File: src/rtl/arb_pkg.sv
// arb_pkg: shared types and constants for the two-master memory arbiter.
//   arb_state_e   : arbiter FSM state (idle / access in flight)
//   arb_owner_e   : which requester owns the access in flight
//   TIMEOUT_RDATA : read data returned when an access is aborted by the watchdog
package arb_pkg;

  typedef enum logic {
    ARB_IDLE = 1'b0,
    ARB_BUSY = 1'b1
  } arb_state_e;

  typedef enum logic {
    OWN_M0 = 1'b0,
    OWN_M1 = 1'b1
  } arb_owner_e;

  localparam logic [31:0] TIMEOUT_RDATA = 32'hDEADBEEF;

endpackage

File: src/rtl/rr_pick2.sv
// rr_pick2: combinational two-way round-robin select.
//   req0, req1  : requests from m0 / m1
//   last_owner  : requester granted most recently (loses a tie)
//   gnt0, gnt1  : one-hot (or zero) selection
module rr_pick2
  import arb_pkg::*;
(
  input  logic       req0,
  input  logic       req1,
  input  arb_owner_e last_owner,
  output logic       gnt0,
  output logic       gnt1
);

  // Lone request wins outright; a tie goes to whoever was not served last.
  always_comb begin
    gnt0 = 1'b0;
    gnt1 = 1'b0;
    if (req0 && req1) begin
      if (last_owner == OWN_M1) begin
        gnt0 = 1'b1;
      end else begin
        gnt1 = 1'b1;
      end
    end else begin
      gnt0 = req0;
      gnt1 = req1;
    end
  end

endmodule

File: src/rtl/mem_arbiter.sv
// mem_arbiter: shares one memory/IO port between the core LSU (m0) and the
// debug/loader port (m1). Round-robin, one access in flight, registered
// request towards memory, variable-latency ack, one-cycle rvalid response.
//   clk_i, rst_i          : clock, synchronous active-high reset
//   mX_req/we/addr/wdata/be_i : requester X access (held stable until gnt)
//   mX_gnt_o              : combinational accept in the cycle of the grant
//   mX_rvalid/rdata/err_o : registered response, rdata/err qualified by rvalid
//   core_stall_o          : m0 has a request without a response this cycle
//   mem_req/we/addr/wdata/be_o : registered memory request, held until ack
//   mem_ack_i, mem_rdata_i: memory completion, read data valid with ack
// Build option: define ARB_TIMEOUT_EN to abort accesses that wait TIMEOUT
// BUSY cycles without an ack (err=1, rdata=TIMEOUT_RDATA). Without it the
// arbiter waits indefinitely and the err outputs are tied low.
module mem_arbiter
  import arb_pkg::*;
#(
  parameter int unsigned ADDR_W  = 32,
  parameter int unsigned DATA_W  = 32,
  parameter int unsigned TIMEOUT = 16
) (
  input  logic                clk_i,
  input  logic                rst_i,
  input  logic                m0_req_i,
  input  logic                m0_we_i,
  input  logic [ADDR_W-1:0]   m0_addr_i,
  input  logic [DATA_W-1:0]   m0_wdata_i,
  input  logic [DATA_W/8-1:0] m0_be_i,
  output logic                m0_gnt_o,
  output logic                m0_rvalid_o,
  output logic [DATA_W-1:0]   m0_rdata_o,
  output logic                m0_err_o,
  input  logic                m1_req_i,
  input  logic                m1_we_i,
  input  logic [ADDR_W-1:0]   m1_addr_i,
  input  logic [DATA_W-1:0]   m1_wdata_i,
  input  logic [DATA_W/8-1:0] m1_be_i,
  output logic                m1_gnt_o,
  output logic                m1_rvalid_o,
  output logic [DATA_W-1:0]   m1_rdata_o,
  output logic                m1_err_o,
  output logic                core_stall_o,
  output logic                mem_req_o,
  output logic                mem_we_o,
  output logic [ADDR_W-1:0]   mem_addr_o,
  output logic [DATA_W-1:0]   mem_wdata_o,
  output logic [DATA_W/8-1:0] mem_be_o,
  input  logic                mem_ack_i,
  input  logic [DATA_W-1:0]   mem_rdata_i
);

  localparam int unsigned BE_W = DATA_W / 8;

  if (TIMEOUT == 0) begin : g_bad_timeout
    $error("mem_arbiter: TIMEOUT must be at least 1");
  end

  arb_state_e state_q, state_d;
  arb_owner_e owner_q, last_q, win;

  logic pick0, pick1;
  logic grant;
  logic ack_busy;
  logic tmo_hit;
  logic finish;
  logic [DATA_W-1:0] rsp_data;

  logic              mem_req_q, mem_we_q;
  logic [ADDR_W-1:0] mem_addr_q;
  logic [DATA_W-1:0] mem_wdata_q;
  logic [BE_W-1:0]   mem_be_q;
  logic              m0_rvalid_q, m1_rvalid_q;
  logic [DATA_W-1:0] m0_rdata_q, m1_rdata_q;

  rr_pick2 u_pick (
    .req0       (m0_req_i),
    .req1       (m1_req_i),
    .last_owner (last_q),
    .gnt0       (pick0),
    .gnt1       (pick1)
  );

  assign win      = pick0 ? OWN_M0 : OWN_M1;
  assign ack_busy = (state_q == ARB_BUSY) && mem_ack_i;
  assign finish   = ack_busy || tmo_hit;

  // Watchdog abort returns a marker word; writes always return zero.
  assign rsp_data = tmo_hit  ? DATA_W'(TIMEOUT_RDATA) :
                    mem_we_q ? '0 : mem_rdata_i;

  // State register
  always_ff @(posedge clk_i) begin : state_reg
    if (rst_i) begin
      state_q <= ARB_IDLE;
    end else begin
      state_q <= state_d;
    end
  end

  // Next state; grant only while no access is in flight
  always_comb begin : state_next
    state_d = state_q;
    grant   = 1'b0;
    case (state_q)
      ARB_IDLE: begin
        if (pick0 || pick1) begin
          grant   = 1'b1;
          state_d = ARB_BUSY;
        end
      end
      ARB_BUSY: begin
        if (finish) begin
          state_d = ARB_IDLE;
        end
      end
      default: state_d = ARB_IDLE;
    endcase
  end

  // Request capture, owner/pointer tracking and response registers
  always_ff @(posedge clk_i) begin : datapath
    if (rst_i) begin
      owner_q     <= OWN_M0;
      last_q      <= OWN_M1;
      mem_req_q   <= 1'b0;
      mem_we_q    <= 1'b0;
      mem_addr_q  <= '0;
      mem_wdata_q <= '0;
      mem_be_q    <= '0;
      m0_rvalid_q <= 1'b0;
      m1_rvalid_q <= 1'b0;
      m0_rdata_q  <= '0;
      m1_rdata_q  <= '0;
    end else begin
      m0_rvalid_q <= finish && (owner_q == OWN_M0);
      m1_rvalid_q <= finish && (owner_q == OWN_M1);
      if (grant) begin
        owner_q     <= win;
        last_q      <= win;
        mem_req_q   <= 1'b1;
        mem_we_q    <= pick0 ? m0_we_i    : m1_we_i;
        mem_addr_q  <= pick0 ? m0_addr_i  : m1_addr_i;
        mem_wdata_q <= pick0 ? m0_wdata_i : m1_wdata_i;
        mem_be_q    <= pick0 ? m0_be_i    : m1_be_i;
      end
      if (finish) begin
        mem_req_q <= 1'b0;
        if (owner_q == OWN_M0) begin
          m0_rdata_q <= rsp_data;
        end else begin
          m1_rdata_q <= rsp_data;
        end
      end
    end
  end

`ifdef ARB_TIMEOUT_EN
  localparam int unsigned CNT_W = $clog2(TIMEOUT + 1);

  logic [CNT_W-1:0] tmo_cnt_q;
  logic             m0_err_q, m1_err_q;

  // Fires on the TIMEOUT-th BUSY cycle without ack; a same-cycle ack wins.
  assign tmo_hit = (state_q == ARB_BUSY) && !mem_ack_i &&
                   (tmo_cnt_q == CNT_W'(TIMEOUT - 1));

  // BUSY cycle counter, cleared on every grant
  always_ff @(posedge clk_i) begin : tmo_count
    if (rst_i || grant) begin
      tmo_cnt_q <= '0;
    end else if ((state_q == ARB_BUSY) && !mem_ack_i) begin
      tmo_cnt_q <= tmo_cnt_q + CNT_W'(1);
    end
  end

  // Error flag, updated with the owner's response
  always_ff @(posedge clk_i) begin : err_reg
    if (rst_i) begin
      m0_err_q <= 1'b0;
      m1_err_q <= 1'b0;
    end else if (finish) begin
      if (owner_q == OWN_M0) begin
        m0_err_q <= tmo_hit;
      end else begin
        m1_err_q <= tmo_hit;
      end
    end
  end

  assign m0_err_o = m0_err_q;
  assign m1_err_o = m1_err_q;
`else
  assign tmo_hit  = 1'b0;
  assign m0_err_o = 1'b0;
  assign m1_err_o = 1'b0;
`endif

  assign m0_gnt_o     = grant && pick0;
  assign m1_gnt_o     = grant && pick1;
  assign m0_rvalid_o  = m0_rvalid_q;
  assign m1_rvalid_o  = m1_rvalid_q;
  assign m0_rdata_o   = m0_rdata_q;
  assign m1_rdata_o   = m1_rdata_q;
  assign core_stall_o = m0_req_i && !m0_rvalid_q;
  assign mem_req_o    = mem_req_q;
  assign mem_we_o     = mem_we_q;
  assign mem_addr_o   = mem_addr_q;
  assign mem_wdata_o  = mem_wdata_q;
  assign mem_be_o     = mem_be_q;

endmodule

File: config.mk
export PLATFORM = sky130hd
export DESIGN_NAME = mem_arbiter
export DESIGN_NICKNAME = d
export VERILOG_FILES = /design/src/rtl/arb_pkg.sv /design/src/rtl/rr_pick2.sv /design/src/rtl/mem_arbiter.sv
export SDC_FILE = /design/constraint.sdc
export NUM_CORES = 1
export LEC_CHECK = 0
export BUFFER_PORTS_ARGS = -buffer_cell sky130_fd_sc_hd__buf_2
export CORE_UTILIZATION = 39
export DETAILED_ROUTE_END_ITERATION = 16
export PLACE_DENSITY = 0.75
export SLEW_MARGIN = 10
export SYNTH_ARGS = -nofsm -noshare
export SYNTH_HDL_FRONTEND = slang
export SYNTH_HIERARCHICAL = 1
export SYNTH_SLANG_ARGS = --single-unit
File: constraint.sdc
create_clock -name clk_i -period 2.3 [get_ports clk_i]
set_clock_uncertainty 0.15 [all_clocks]
set_input_delay 0.115 -clock clk_i [delete_from_list [all_inputs] [get_ports clk_i]]
set_output_delay 0.115 -clock clk_i [all_outputs]
set_load 0.01 [all_outputs]
==> impl_metrics.tcl <==
set metrics [dict create \
    outcome "complete, no violations" \
    wirelength_met1_um 7980 \
    grt_max_degree 72 \
    vias 6264 \
    fill_cells 1004 \
    ys_ff_latch 139 \
    start_util 0.401 \
    gp_congestion 0.785 \
    fin_crit_sh 0.963 \
    ys_types 25 \
    die-area_um2 14700 \
    drcViolationCount 0 \
    root_buffer "clkbuf_16" \
    fp.dieW_um 121 \
    final_common_cell "buf_2" \
    fin_cells 1238 \
    final_util 0.692 \
    cap_violations 0 \
    pre_cts_ws_ps 413 \
    vias_per_cell 5.06 \
    antenna_cells 0 \
    rows 43 \
    setup_violations 0 \
    core_um2 13900 \
    dr_wl_met2_um 10500 \
    grt_pass1_wl_um 30800 \
    worst-path-max-fanout 18 \
    rrSetupSlack_ps 90 \
    required_ps 2400 \
    port-buffer-count 313 \
    grt_pass1_vias 6109 \
    antenna_found_initial 0 \
    worst_slew_pin_slew_ps 808 \
    grt_usage 0.273 \
    crit_type "flop to flop" \
    numCtsBuffers 17 \
    ys_seq_area_frac 0.500 \
    leakage_uw 0.00448 \
    power.density_nw_per_um2 710 \
    dr.pass1.iters 5 \
    drv_slew 0 \
    routed.top_layer "met4" \
    grt_overflow 0 \
    startpoint "last_q" \
    clkSinkCount 139 \
    syn_area_per_cell_um2 9.62 \
    die_h_um 121 \
    drive_above_1_share 0.350 \
    worstHoldStart "m0_req_i" \
    clock_path_buffers 2 \
    area_growth_pct 72.8 \
    irDropWorstVdd_mv 0.467 \
    fin_crit_ps 2210 \
    fmax_ghz 0.452 \
    r2r_start "last_q" \
    hold_violations 0 \
    drtIter0Drc 309 \
    cts.reportedPaths.clkPinSlew_ps 60 \
    ant_nets 0 \
    worstPathArrival_ps 2310 \
    cts_max_level 4 \
    dp_hpwl_um 11000 \
    slowest_stage "dlygate4sd3_1" \
    routed_wl_um 21100 \
    cts_tree "done" \
    worstHoldPathType "input pin to flop" \
    cp_slowest_stage_delay_ps 570 \
    path_cells "inv_1 > a21boi_4 > buf_6 > mux2i_1 > dlygate4sd3_1 > o2bb2ai_1" \
    clock_latency_ps 410 \
    worstSetupEndpointType "flop" \
    place_inst 1031 \
    yosys_warnings 6 \
    fin_nets 1220 \
    setup_ws_ps 85.7 \
    syn_inst 578 \
    syn_area_um2 5560 \
    ios 316 \
    mostFrequentLayoutCells "buf_2 (313), dlygate4sd3_1 (172), dfxtp_1 (139)" \
    cp-start-kind "flop" \
    wl_met3_um 1360 \
    wl_per_cell_um 17.0 \
    slew_headroom 0.461 \
]
[critical path, delay by kind of cell (launching register included)]
family / cells / cell delay (ps)
DFF: 1 / 340
AOI/OAI and AO/OA: 2 / 360
buffers and inverters: 3 / 970
muxes: 1 / 220
[cell families (layout without fill, tap and decap cells)]
group | count (synthesis) | after routing | synth area share
other | 1 | 2 | 0.000674
AO/OA/AOI/OAI | 139 | 139 | 0.187
multiplexers | 69 | 69 | 0.124
flip-flops | 139 | 139 | 0.500
AND/OR/NAND/NOR | 177 | 177 | 0.139
buffers and inverters | 53 | 532 | 0.0486
[state kept, by name (all words and copies together) (netlist names)]
signal and cells:
mem_be_o 4, m1_rvalid_o 1, mem_addr_o 32, mem_wdata_o 32, mem_we_o 1, m0_rdata_o 32
owner_q 1, mem_req_o 1, state_q 1, last_q 1, m1_rdata_o 32, m0_rvalid_o 1
[final cells by class]
type	count	area (um2)	share of cell area
Tap cell	180	225	0.0234
Sequential cell	139	2780	0.290
Clock buffer	22	464	0.0483
Inverter	1	3.75	0.000391
Multi-Input combinational cell	387	2530	0.263
Timing Repair Buffer	499	3440	0.358
Clock inverter	10	164	0.0171
[power breakdown]
| part | switching [uW] | internal, uW |
|---|---|---|
| Combinational | 603 | 664 |
| Clock | 1020 | 1880 |
| Sequential | 93.3 | 2570 |
| Total | 1710 | 5110 |
[per-layer routing]
layer | GRT usage | up-vias
met5 | 0 | -
met4 | 0.205 | 0
met3 | 0.0644 | 103
met2 | 0.463 | 326
met1 | 0.293 | 2900
li1 | - | 2935
[synthesized netlist by cell type, drive strengths merged]
library cell,n,share of area
and3b,1,0.0016
a211oi,1,0.0014
mux2i,69,0.12
or2,1,0.0011
inv,1,0.00067
a21oi,65,0.059
dfxtp,139,0.50
and3,1,0.0011
nor2b,36,0.041
a21boi,2,0.0027
nor2,4,0.0027
o21bai,2,0.0047
nand2,130,0.088
conb,1,0.00067
buf,32,0.034
nor3,2,0.0018
o2bb2ai,69,0.12
nand3b,1,0.0014
clkbuf,20,0.014
nand3,1,0.00090
[metrics by stage]
step	TNS [ps]	instance area [um2]	hold WS, ps	total power (uW)
after global placement	0	7220	229	3600
after floorplan	0	5560	64.2	3220
after CTS	0	9570	37.3	6780
after global routing	-1.35	9610	89.2	7090
final	0	9610	68.9	6820
after detailed placement	0	7220	241	3610
[final timing paths]
| check | end | cells past startpoint |
|---|---|---|
| min | mem_req_o | 4 |
| max | mem_wdata_o[13] | 6 |
| max reg2reg | mem_wdata_o[13] | 6 |
| min reg2reg | m1_rdata_o[12] | 2 |
[what timing repair did]
action	in CTS	in global routing
hold endpoints to repair	135	0
gates resized for setup	0	5
hold buffers	172	0
setup endpoints to repair	0	61
buffers inserted	0	1
Power figures use the tool's default switching activity.
